### src/rtl/snake_pkg.sv
// Shared snake-game types and constants: map geometry, tile encoding and the
// food placement state machine encoding.
package snake_pkg;

  localparam int MAP_WIDTH  = 16;
  localparam int MAP_HEIGHT = 16;
  localparam int COORD_W    = $clog2((MAP_WIDTH > MAP_HEIGHT) ? MAP_WIDTH : MAP_HEIGHT);

  // Fibonacci taps 16,14,13,11 expressed as bit positions 15,13,12,10.
  localparam logic [15:0] FOOD_LFSR_TAPS = 16'hB400;

  typedef logic [COORD_W-1:0] coord_t;

  typedef enum logic [1:0] {
    EMPTY  = 2'd0,
    WALL   = 2'd1,
    SNAKE1 = 2'd2,
    SNAKE2 = 2'd3
  } tile_e;

  typedef struct packed {
    tile_e [MAP_HEIGHT-1:0][MAP_WIDTH-1:0] tiles;
    coord_t                                head1_x;
    coord_t                                head1_y;
    coord_t                                head2_x;
    coord_t                                head2_y;
  } map_s;

  typedef enum logic [2:0] {
    IDLE,
    START,
    SCAN,
    PLACED,
    FULL
  } food_state_e;

endpackage

### src/rtl/food_ctrl_if.sv
// Connection between the movement stage (master) and the food controller
// (slave): registered map and step pulses in, growth requests and food out.
interface food_ctrl_if;
  import snake_pkg::*;

  map_s   map;
  logic   tick1;
  logic   rcvdir;
  logic   eaten1;
  logic   eaten2;
  coord_t food_x;
  coord_t food_y;
  logic   food_valid;
  logic   map_full;

  modport master (
    output map, tick1, rcvdir,
    input  eaten1, eaten2, food_x, food_y, food_valid, map_full
  );

  modport slave (
    input  map, tick1, rcvdir,
    output eaten1, eaten2, food_x, food_y, food_valid, map_full
  );

endinterface

### src/rtl/lfsr16.sv
// Free-running 16-bit Fibonacci LFSR, shifting left with the feedback bit
// entering at the LSB. An all-zero seed would lock up, so it becomes 1.
module lfsr16
  import snake_pkg::*;
#(
  parameter logic [15:0] TAPS = FOOD_LFSR_TAPS
) (
  input  logic        clk,
  input  logic        rst,
  input  logic [15:0] seed,
  output logic [15:0] q
);

  logic [15:0] seed_nz;

  assign seed_nz = (seed == '0) ? 16'h0001 : seed;

  always_ff @(posedge clk) begin
    if (rst) q <= seed_nz;
    else     q <= {q[14:0], ^(q & TAPS)};
  end

endmodule

### src/rtl/food_ctrl.sv
// Places one food item on an EMPTY tile not under a snake head, and raises a
// held growth request when a head lands on it until that snake's step consumes it.
module food_ctrl
  import snake_pkg::*;
#(
  parameter logic [15:0] LFSR_SEED  = 16'hACE1,
  parameter int unsigned SCAN_LIMIT = MAP_WIDTH * MAP_HEIGHT
) (
  input  logic        clk,
  input  logic        rst,
  food_ctrl_if.slave  bus
);

  localparam int CNT_W = $clog2(SCAN_LIMIT + 1);

  food_state_e      state, state_n;
  logic [15:0]      lfsr;
  coord_t           cx, cy, cx_n, cy_n;
  coord_t           fx_n, fy_n;
  logic [CNT_W-1:0] cnt, cnt_n;
  logic             e1_n, e2_n, fv_n, mf_n;
  logic [COORD_W:0] lx, ly;
  logic             accept, hit1, hit2;
  logic             unused_lfsr_hi;

  lfsr16 #(.TAPS(FOOD_LFSR_TAPS)) u_lfsr (
    .clk  (clk),
    .rst  (rst),
    .seed (LFSR_SEED),
    .q    (lfsr)
  );

  assign unused_lfsr_hi = ^lfsr[15:2*COORD_W];

  // One extra bit so the range check is a real comparison for any map size.
  assign lx = {1'b0, lfsr[COORD_W-1:0]};
  assign ly = {1'b0, lfsr[2*COORD_W-1:COORD_W]};

  assign accept = (bus.map.tiles[cy][cx] == EMPTY)
               && !((cx == bus.map.head1_x) && (cy == bus.map.head1_y))
               && !((cx == bus.map.head2_x) && (cy == bus.map.head2_y));

  assign hit1 = (bus.map.head1_x == bus.food_x) && (bus.map.head1_y == bus.food_y);
  assign hit2 = (bus.map.head2_x == bus.food_x) && (bus.map.head2_y == bus.food_y);

  always_comb begin
    state_n = state;
    cx_n    = cx;
    cy_n    = cy;
    cnt_n   = cnt;
    fx_n    = bus.food_x;
    fy_n    = bus.food_y;
    fv_n    = bus.food_valid;
    mf_n    = bus.map_full;
    e1_n    = bus.eaten1;
    e2_n    = bus.eaten2;

    // A step pulse consumes a pending growth; a detection below overrides it.
    if (bus.tick1  && bus.eaten1) e1_n = 1'b0;
    if (bus.rcvdir && bus.eaten2) e2_n = 1'b0;

    case (state)
      IDLE: state_n = START;

      START: begin
        cx_n    = (lx >= (COORD_W+1)'(MAP_WIDTH))  ? coord_t'(1) : lx[COORD_W-1:0];
        cy_n    = (ly >= (COORD_W+1)'(MAP_HEIGHT)) ? coord_t'(1) : ly[COORD_W-1:0];
        cnt_n   = '0;
        state_n = SCAN;
      end

      SCAN: begin
        if (accept) begin
          fx_n    = cx;
          fy_n    = cy;
          fv_n    = 1'b1;
          mf_n    = 1'b0;
          state_n = PLACED;
        end else begin
          if (cx == coord_t'(MAP_WIDTH - 1)) begin
            cx_n = '0;
            cy_n = (cy == coord_t'(MAP_HEIGHT - 1)) ? '0 : cy + 1'b1;
          end else begin
            cx_n = cx + 1'b1;
          end
          cnt_n = cnt + 1'b1;
          if (cnt_n == CNT_W'(SCAN_LIMIT)) begin
            mf_n    = 1'b1;
            state_n = FULL;
          end
        end
      end

      PLACED: begin
        if (hit1) begin
          e1_n    = 1'b1;
          fv_n    = 1'b0;
          state_n = START;
        end else if (hit2) begin
          e2_n    = 1'b1;
          fv_n    = 1'b0;
          state_n = START;
        end
      end

      FULL: begin
        fv_n = 1'b0;
        if (bus.tick1 || bus.rcvdir) state_n = START;
      end

      default: state_n = IDLE;
    endcase
  end

  always_ff @(posedge clk) begin
    if (rst) begin
      state          <= IDLE;
      cx             <= '0;
      cy             <= '0;
      cnt            <= '0;
      bus.food_x     <= '0;
      bus.food_y     <= '0;
      bus.food_valid <= 1'b0;
      bus.map_full   <= 1'b0;
      bus.eaten1     <= 1'b0;
      bus.eaten2     <= 1'b0;
    end else begin
      state          <= state_n;
      cx             <= cx_n;
      cy             <= cy_n;
      cnt            <= cnt_n;
      bus.food_x     <= fx_n;
      bus.food_y     <= fy_n;
      bus.food_valid <= fv_n;
      bus.map_full   <= mf_n;
      bus.eaten1     <= e1_n;
      bus.eaten2     <= e2_n;
    end
  end

endmodule
### src/flat_wrapper.sv
// flat-port wrapper written by rule: the top's interface ports become plain ports
module food_ctrl_flat import snake_pkg::*;
#(
  parameter logic [15:0] LFSR_SEED  = 16'hACE1,
  parameter int unsigned SCAN_LIMIT = MAP_WIDTH * MAP_HEIGHT
)
  (clk, rst, bus_map, bus_tick1, bus_rcvdir, bus_eaten1, bus_eaten2, bus_food_x, bus_food_y, bus_food_valid, bus_map_full);
  food_ctrl_if bus_i ();
  input  logic clk;
  input  logic rst;
  input wire logic [$bits(bus_i.map)-1:0] bus_map;
  input wire logic [$bits(bus_i.tick1)-1:0] bus_tick1;
  input wire logic [$bits(bus_i.rcvdir)-1:0] bus_rcvdir;
  output wire logic [$bits(bus_i.eaten1)-1:0] bus_eaten1;
  output wire logic [$bits(bus_i.eaten2)-1:0] bus_eaten2;
  output wire logic [$bits(bus_i.food_x)-1:0] bus_food_x;
  output wire logic [$bits(bus_i.food_y)-1:0] bus_food_y;
  output wire logic [$bits(bus_i.food_valid)-1:0] bus_food_valid;
  output wire logic [$bits(bus_i.map_full)-1:0] bus_map_full;
  assign bus_i.map = bus_map;
  assign bus_i.tick1 = bus_tick1;
  assign bus_i.rcvdir = bus_rcvdir;
  assign bus_eaten1 = bus_i.eaten1;
  assign bus_eaten2 = bus_i.eaten2;
  assign bus_food_x = bus_i.food_x;
  assign bus_food_y = bus_i.food_y;
  assign bus_food_valid = bus_i.food_valid;
  assign bus_map_full = bus_i.map_full;
  food_ctrl #(.LFSR_SEED(LFSR_SEED), .SCAN_LIMIT(SCAN_LIMIT)) u_core (.clk(clk), .rst(rst), .bus(bus_i));
endmodule
### config.mk
export PLATFORM = sky130hd
export DESIGN_NAME = food_ctrl_flat
export DESIGN_NICKNAME = d
export VERILOG_FILES = /design/src/rtl/snake_pkg.sv /design/src/rtl/food_ctrl_if.sv /design/src/rtl/lfsr16.sv /design/src/rtl/food_ctrl.sv /design/src/flat_wrapper.sv
export SDC_FILE = /design/constraint.sdc
export NUM_CORES = 1
export LEC_CHECK = 0
export ABC_AREA = 1
export CORE_AREA = 5 5 209 211
export CTS_CLUSTER_SIZE = 25
export DETAILED_ROUTE_END_ITERATION = 16
export DIE_AREA = 0 0 214 216
export DONT_BUFFER_PORTS = 1
export PLACE_DENSITY = 0.38
export SYNTH_ARGS = -nofsm -noshare
export SYNTH_HDL_FRONTEND = slang
export SYNTH_HIERARCHICAL = 1
export SYNTH_SLANG_ARGS = --single-unit
export TNS_END_PERCENT = 5
### constraint.sdc
create_clock -name clk -period 4.1 [get_ports clk]
set_input_delay 0.82 -clock clk [delete_from_list [all_inputs] [get_ports clk]]
set_output_delay 0.82 -clock clk [all_outputs]
set_load 0.01 [all_outputs]
# Word level (Yosys, flattened, before mapping)
# Index checks and enable logic that the tools add are counted.
totals:
  elab_cells: 96
  regBits: 48
  input_bits: 532
  out_inout_bits: 12
classes:
  n_reduce_logical: 23
  n_lt_le_gt_ge: 4
  muxes: 34
  addsub: 3
  eq_ne: 21
ops:
  columns: ["operator", "n"]
  rows:
  - ["$bmux 32 s4", 1]
  - ["$eq 4x4->1", 8]
  - ["$mux 32", 1]
  - ["$mux 4", 7]
  - ["$pmux 9 s2", 1]
  - ["$pmux 4 s2", 2]
  - ["$reduce_xor 16->1", 1]
  - ["$mux 3", 5]
  - ["$pmux 3 s5", 1]
  - ["$mux 1", 12]
  - ["$ge 4x5->1 const B", 2]
  - ["$lt 4x5->1 const B", 2]
  - ["$add 9x1->9 const B", 1]
  - ["$eq 9x9->1 const B", 1]
  - ["$mux 9", 1]
  - ["$reduce_and 3->1", 3]
  - ["$add 4x1->4 const B", 2]
  - ["$bmux 2 s4", 1]
  - ["$eq 4x4->1 const B", 2]
  - ["$logic_and 1x1->1", 8]
  - ["$eq 3x2->1 const B", 2]
  - ["$ne 2x1->1 const B", 3]
  - ["$ne 3x1->1 const B", 2]
  - ["$reduce_and 2->1", 3]
  - ["other kinds (11)", 13]

# Logic depth before layout (Yosys ltp)
depth:
  word_depth: 9
  mapped_depth: 23
  ltp_nobuf: 20

# Hierarchy
# Netlist, hierarchy kept.
by_module_without_submodules:
  columns: ["mod", "seq_area_each_um2", "cells_per_inst", "n_inst", "area_each_um2"]
  rows:
  - ["food_ctrl", 640.6, 1394, 1, 6855.3]
  - ["lfsr16", 320.3, 97, 1, 658.1]

# Worst setup path before layout
# No wires, ideal clock.
synth_timing:
  kind: "input port to flip-flop"
  start: "input bus_map[293]"
  end: "register u_core.bus.food_x[3]"
  n_path_buf: 1
  setup_time_ps: 116
  cell_stages: 14
  setup_slack_ps: 1806
  required_time_ps: 3984
  t_arrival_ps: 2178
  path_cell_list: "or2_2 nand3_1 nand3_1 nand3_1 nand2_1 nand2_1 nand2_1 nor2_1 nand3_1 nand3_2 nand4_4 buf_2 o21ai_0 nor2_1"
synth_between:
  elab_chain_len: 8
synth_rtl:
  columns: ["element", "line_no", "rtl"]
  rows:
  - ["from (decl)", "flat_wrapper.sv:11", "input wire logic [$bits(bus_i.map)-1:0] bus_map;"]
  - ["$bmux 32 s4", "food_ctrl.sv:39", "assign accept = (bus.map.tiles[cy][cx] == EMPTY)"]
  - ["$mux 32 (implied by the code)", "food_ctrl.sv:39", null]
  - ["$bmux 2 s4", "food_ctrl.sv:39", null]
  - ["$mux 2 (implied by the code)", "food_ctrl.sv:39", null]
  - ["$logic_not 2->1", "food_ctrl.sv:39", null]
  - ["$logic_and 1x1->1", "food_ctrl.sv:40", "&& !((cx == bus.map.head1_x) && (cy == bus.map.head1_y))"]
  - ["$logic_and 1x1->1", "food_ctrl.sv:41", "&& !((cx == bus.map.head2_x) && (cy == bus.map.head2_y));"]
  - ["$reduce_and 2->1 (no line)", null, null]
  - ["to (signal assigned)", "food_ctrl.sv:132", "bus.food_x <= fx_n;"]
  - ["to (decl)", "food_ctrl_if.sv:23", "output eaten1, eaten2, food_x, food_y, food_valid, map_full"]
# No other way between the ends. The select of a mux whose other input is x is not followed.
# A chain may end at the register's enable or synchronous reset.

# Worst setup path after layout
layout_timing:
  start: "register u_core.cy[0]"
  end: "register u_core.cx[0]"
layout_between:
  elab_chain_len: 9
  elab_cells_between_ends: 15
  cone_classes: "3 x eq/ne; 4 x mux; 8 x reduce/logical"
layout_rtl:
  columns: ["element", "line_no", "rtl"]
  rows:
  - ["from (decl)", "food_ctrl.sv:18", "coord_t cx, cy, cx_n, cy_n;"]
  - ["from (signal assigned)", "food_ctrl.sv:130", "cy <= cy_n;"]
  - ["$bmux 32 s4", "food_ctrl.sv:39", null]
  - ["$mux 32 (implied by the code)", "food_ctrl.sv:39", null]
  - ["$bmux 2 s4", "food_ctrl.sv:39", null]
  - ["$mux 2 (implied by the code)", "food_ctrl.sv:39", null]
  - ["$logic_not 2->1", "food_ctrl.sv:39", null]
  - ["$logic_and 1x1->1", "food_ctrl.sv:40", null]
  - ["$logic_and 1x1->1 (*)", "food_ctrl.sv:41", null]
  - ["$ne 2x2->1 (no line) (*)", null, null]
  - ["$reduce_and 2->1 (no line) (*)", null, null]
  - ["to (signal assigned)", "food_ctrl.sv:129", "cx <= cx_n;"]
  - ["to (decl)", "food_ctrl.sv:18", null]
# Mark *: on every way between the ends. The rest lies on a longest branch, timed or not. The select of a mux whose other input is x is not followed.

==> summary.md <==
| Metric | Value |
|---|---|
| Status | finished, final reports clean |
| Wire per inst | 20.8 um |
| Max Buffers Root-to-Sink | 2 |
| Fin crit period | 3.18 ns |
| Post-route ant nets | 0 |
| Num CTS Buffers | 5 |
| Non-filler cells, final | 1999 |
| Post-synth EDFFs | 0 |
| Cts hold-fix bufs | 0 |
| Largest net degree at the start of global routing | 153 |
| Placed Instances | 1986 |
| Count of final setup violators | 0 |
| Synth unique cells | 47 |
| Resize count post-CTS | 0 |
| Residual DRC count | 0 |
| Global-route wire length before repair | 59000 um |
| Crit-path cells | buf_12, nor2_1, nor2_1, nand2_1, nand2_1, nand2_1, nand2_1, nand2_1, nand3_1, nand2_1, nor2_1, nand2_1, nand3_2, nand3_2, nand2_2, nand2_4, nand2_1, nand2_1, nor2_1 |
| Starting density of the core | 18.1% |
| Worst Skew | 0.00704 ns |
| Final WL | 41700 um |
| IO Pins | 544 |
| Post-Syn Instances | 1491 |
| Slew margin rel. | 27.4% |
| Setup CP Type | flop to flop |
| Max Cap Viol | 0 |
| Met2 usage | 27.6% |
| Synth area leaders | nand2_1 (29%), dfxtp_1 (13%), nand3_1 (11%) |
| Nets | 1990 |
| Dpl cell area | 7930 um^2 |
| Flop-to-flop setup slack | 0.92 ns |
| Post-Syn Area | 7510 um^2 |
| # clock sinks | 48 |
| Number of iterations in the first detailed-routing pass | 5 |
| Max Clk Rate | 314 MHz |
| Post-synth top area share | 28.6% |
| Required time worst endpoint | 4.33 ns |
| Die X | 214 um |
| Leak | 3.91 nW |
| CTS tree | built |
| Finished Core Util | 19.5% |
| Met3 usage | 4.74% |
| Avg Inst Size Synth | 5.04 um^2 |
| Final Cycle Share | 77.6% |
| RePlAce Congestion | 0.904 |
| Drt initial violations | 831 |
| Detailed placement HPWL | 33900 um |
| Final Slew Violations | 0 |
| Initial antenna violation count | 9 |
| Core area | 41600 um^2 |
| Fin Setup TNS | 0 ns |
| Final Hold Fails | 0 |
| Cell taking the most area after synthesis | nand2_1 |
| DR vias | 9425 |
| Hold WS | 0.421 ns |
| Met1 usage | 21.1% |
| Rows | 75 |
| Critical path launch point type | flop |
| Final instance area | 8100 um^2 |
| GRT Total Usage | 16.6% |
| Worst hold-check path type | flop to flop |
| Die area | 46200 um^2 |
| Slowest cell on crit path | dfxtp_4 |
| Clock slew at reported path FFs | 0.07 ns |
| RSZ-0062 raised after global routing | false |
| Most instantiated cells after synthesis | nand2_1 (573), nor2_1 (206), nand3_1 (166) |
| Number of global-route vias before repair | 8823 |
| Die height | 216 um |
| H-tree levels | 2 |
| Peak fanout along the critical path | 152 |
| Area Overhead vs Synth | 7.79% |
| VDD IR max | 350 uV |
| Layout cell share with drive strength beyond 1 | 3.37% |
| Pre-CTS WS | 0.805 ns |
| Total congestion overflow | 0 |
| I/O Buffers | 0 |
| Crit-path most repeated cell | nand2_1 |
| CP arrival | 3.41 ns |
| Most Crowded Layer GR | met2 |
| CP endpoint kind | flop |
| Critical Path Max Stage Delay | 0.54 ns |
| Clk root buf | clkbuf_16 |
| Synthesized flop and latch total | 48 |
| Synth warn | 6 |
| Measured slew at the worst slew-check pin | 1.08 ns |
| Post-CTS setup buffer count | 0 |
| Clk_lat worst skew | 0.30 ns |
| Final Power | 5.29 mW |
| Most common cell in the netlist | nand2_1 |
| Setup WS post-layout | 0.920 ns |
| DR vias/cell | 4.71 |
| Pwr/cell area | 653 nW/um^2 |
| FFs w/ async S/R, synth | 0% |
| Sequential share of the synthesized area | 12.8% |
| Synth Flop Type | dfxtp_1 |
-- sequential cells by signal, indices dropped and copies added (netlist names), 3 cells and up --
name and cells:
u_core/cy 4, u_core/state 3, u_core/u_lfsr/q 16, u_core/cnt 9
u_core/bus.food_x 4, u_core/bus.food_y 4, u_core/cx 4
-- area by class of cell --
cell class	instances	area (um^2)
inverters	110	423
well taps	539	674
fillers	4977	33500
diodes	6	15.0
repair buffers	18	198
clock buffers	6	129
multi-input cells	1271	5660
clock inverters	1	30.0
flip-flops and latches	48	971
-- layer usage --
metal  part of all wire (%)  wire, um
met5                  0.077        32
met4                    2.7      1120
met3                    7.7      3220
met2                     48     19800
met1                     42     17500
-- layout by cell type, fill, tap and decap left out, types with 6 or more instances in the layout --
cell type  instances
xnor2_1           13
inv_1            102
o21ai_0           98
o21ai_1           19
xor2_1            15
a21oi_1           57
buf_4             13
nand3_1          166
conb_1            32
nand3b_1           8
nand2_1          573
diode_2            6
nor3_1             8
nand4_1           29
nor2_1           206
dfxtp_1           44
-- logic make-up (layout without fill, tap and decap cells) --
group / Yosys count / in the layout / share of synthesized area, %
other: 2 / 38 / 0.100
buffers and inverters: 202 / 135 / 13.4
adders and majority gates: 4 / 4 / 0.666
muxes: 1 / 1 / 0.133
AOI/OAI and AO/OA: 191 / 191 / 13.3
and+or+nand+nor: 1015 / 1015 / 56.3
xor gates and xnor gates: 28 / 28 / 3.26
DFF: 48 / 48 / 12.8
-- critical path, delay by kind of cell (launching register included) --
kind	cells	cell delay (ns)
flops	1	0.54
simple gates	18	1.99
buf+inv	1	0.45
-- report_power, final --
| part | switching (mW) | internal [mW] |
|---|---|---|
| Clock | 0.181 | 0.285 |
| Combinational | 2.76 | 1.25 |
| Sequential | 0.210 | 0.603 |
-- final timing paths --
check,start,to,cells after the start
worst min-delay path,u_core/u_lfsr/q[14],u_core/u_lfsr/q[15],2
worst min register to register,u_core/u_lfsr/q[14],u_core/u_lfsr/q[15],2
worst max register to register,u_core/cy[0],u_core/cx[0],19
worst max-delay path,u_core/cy[0],u_core/cx[0],19
Note: power is estimated with default switching activity, not from simulation.
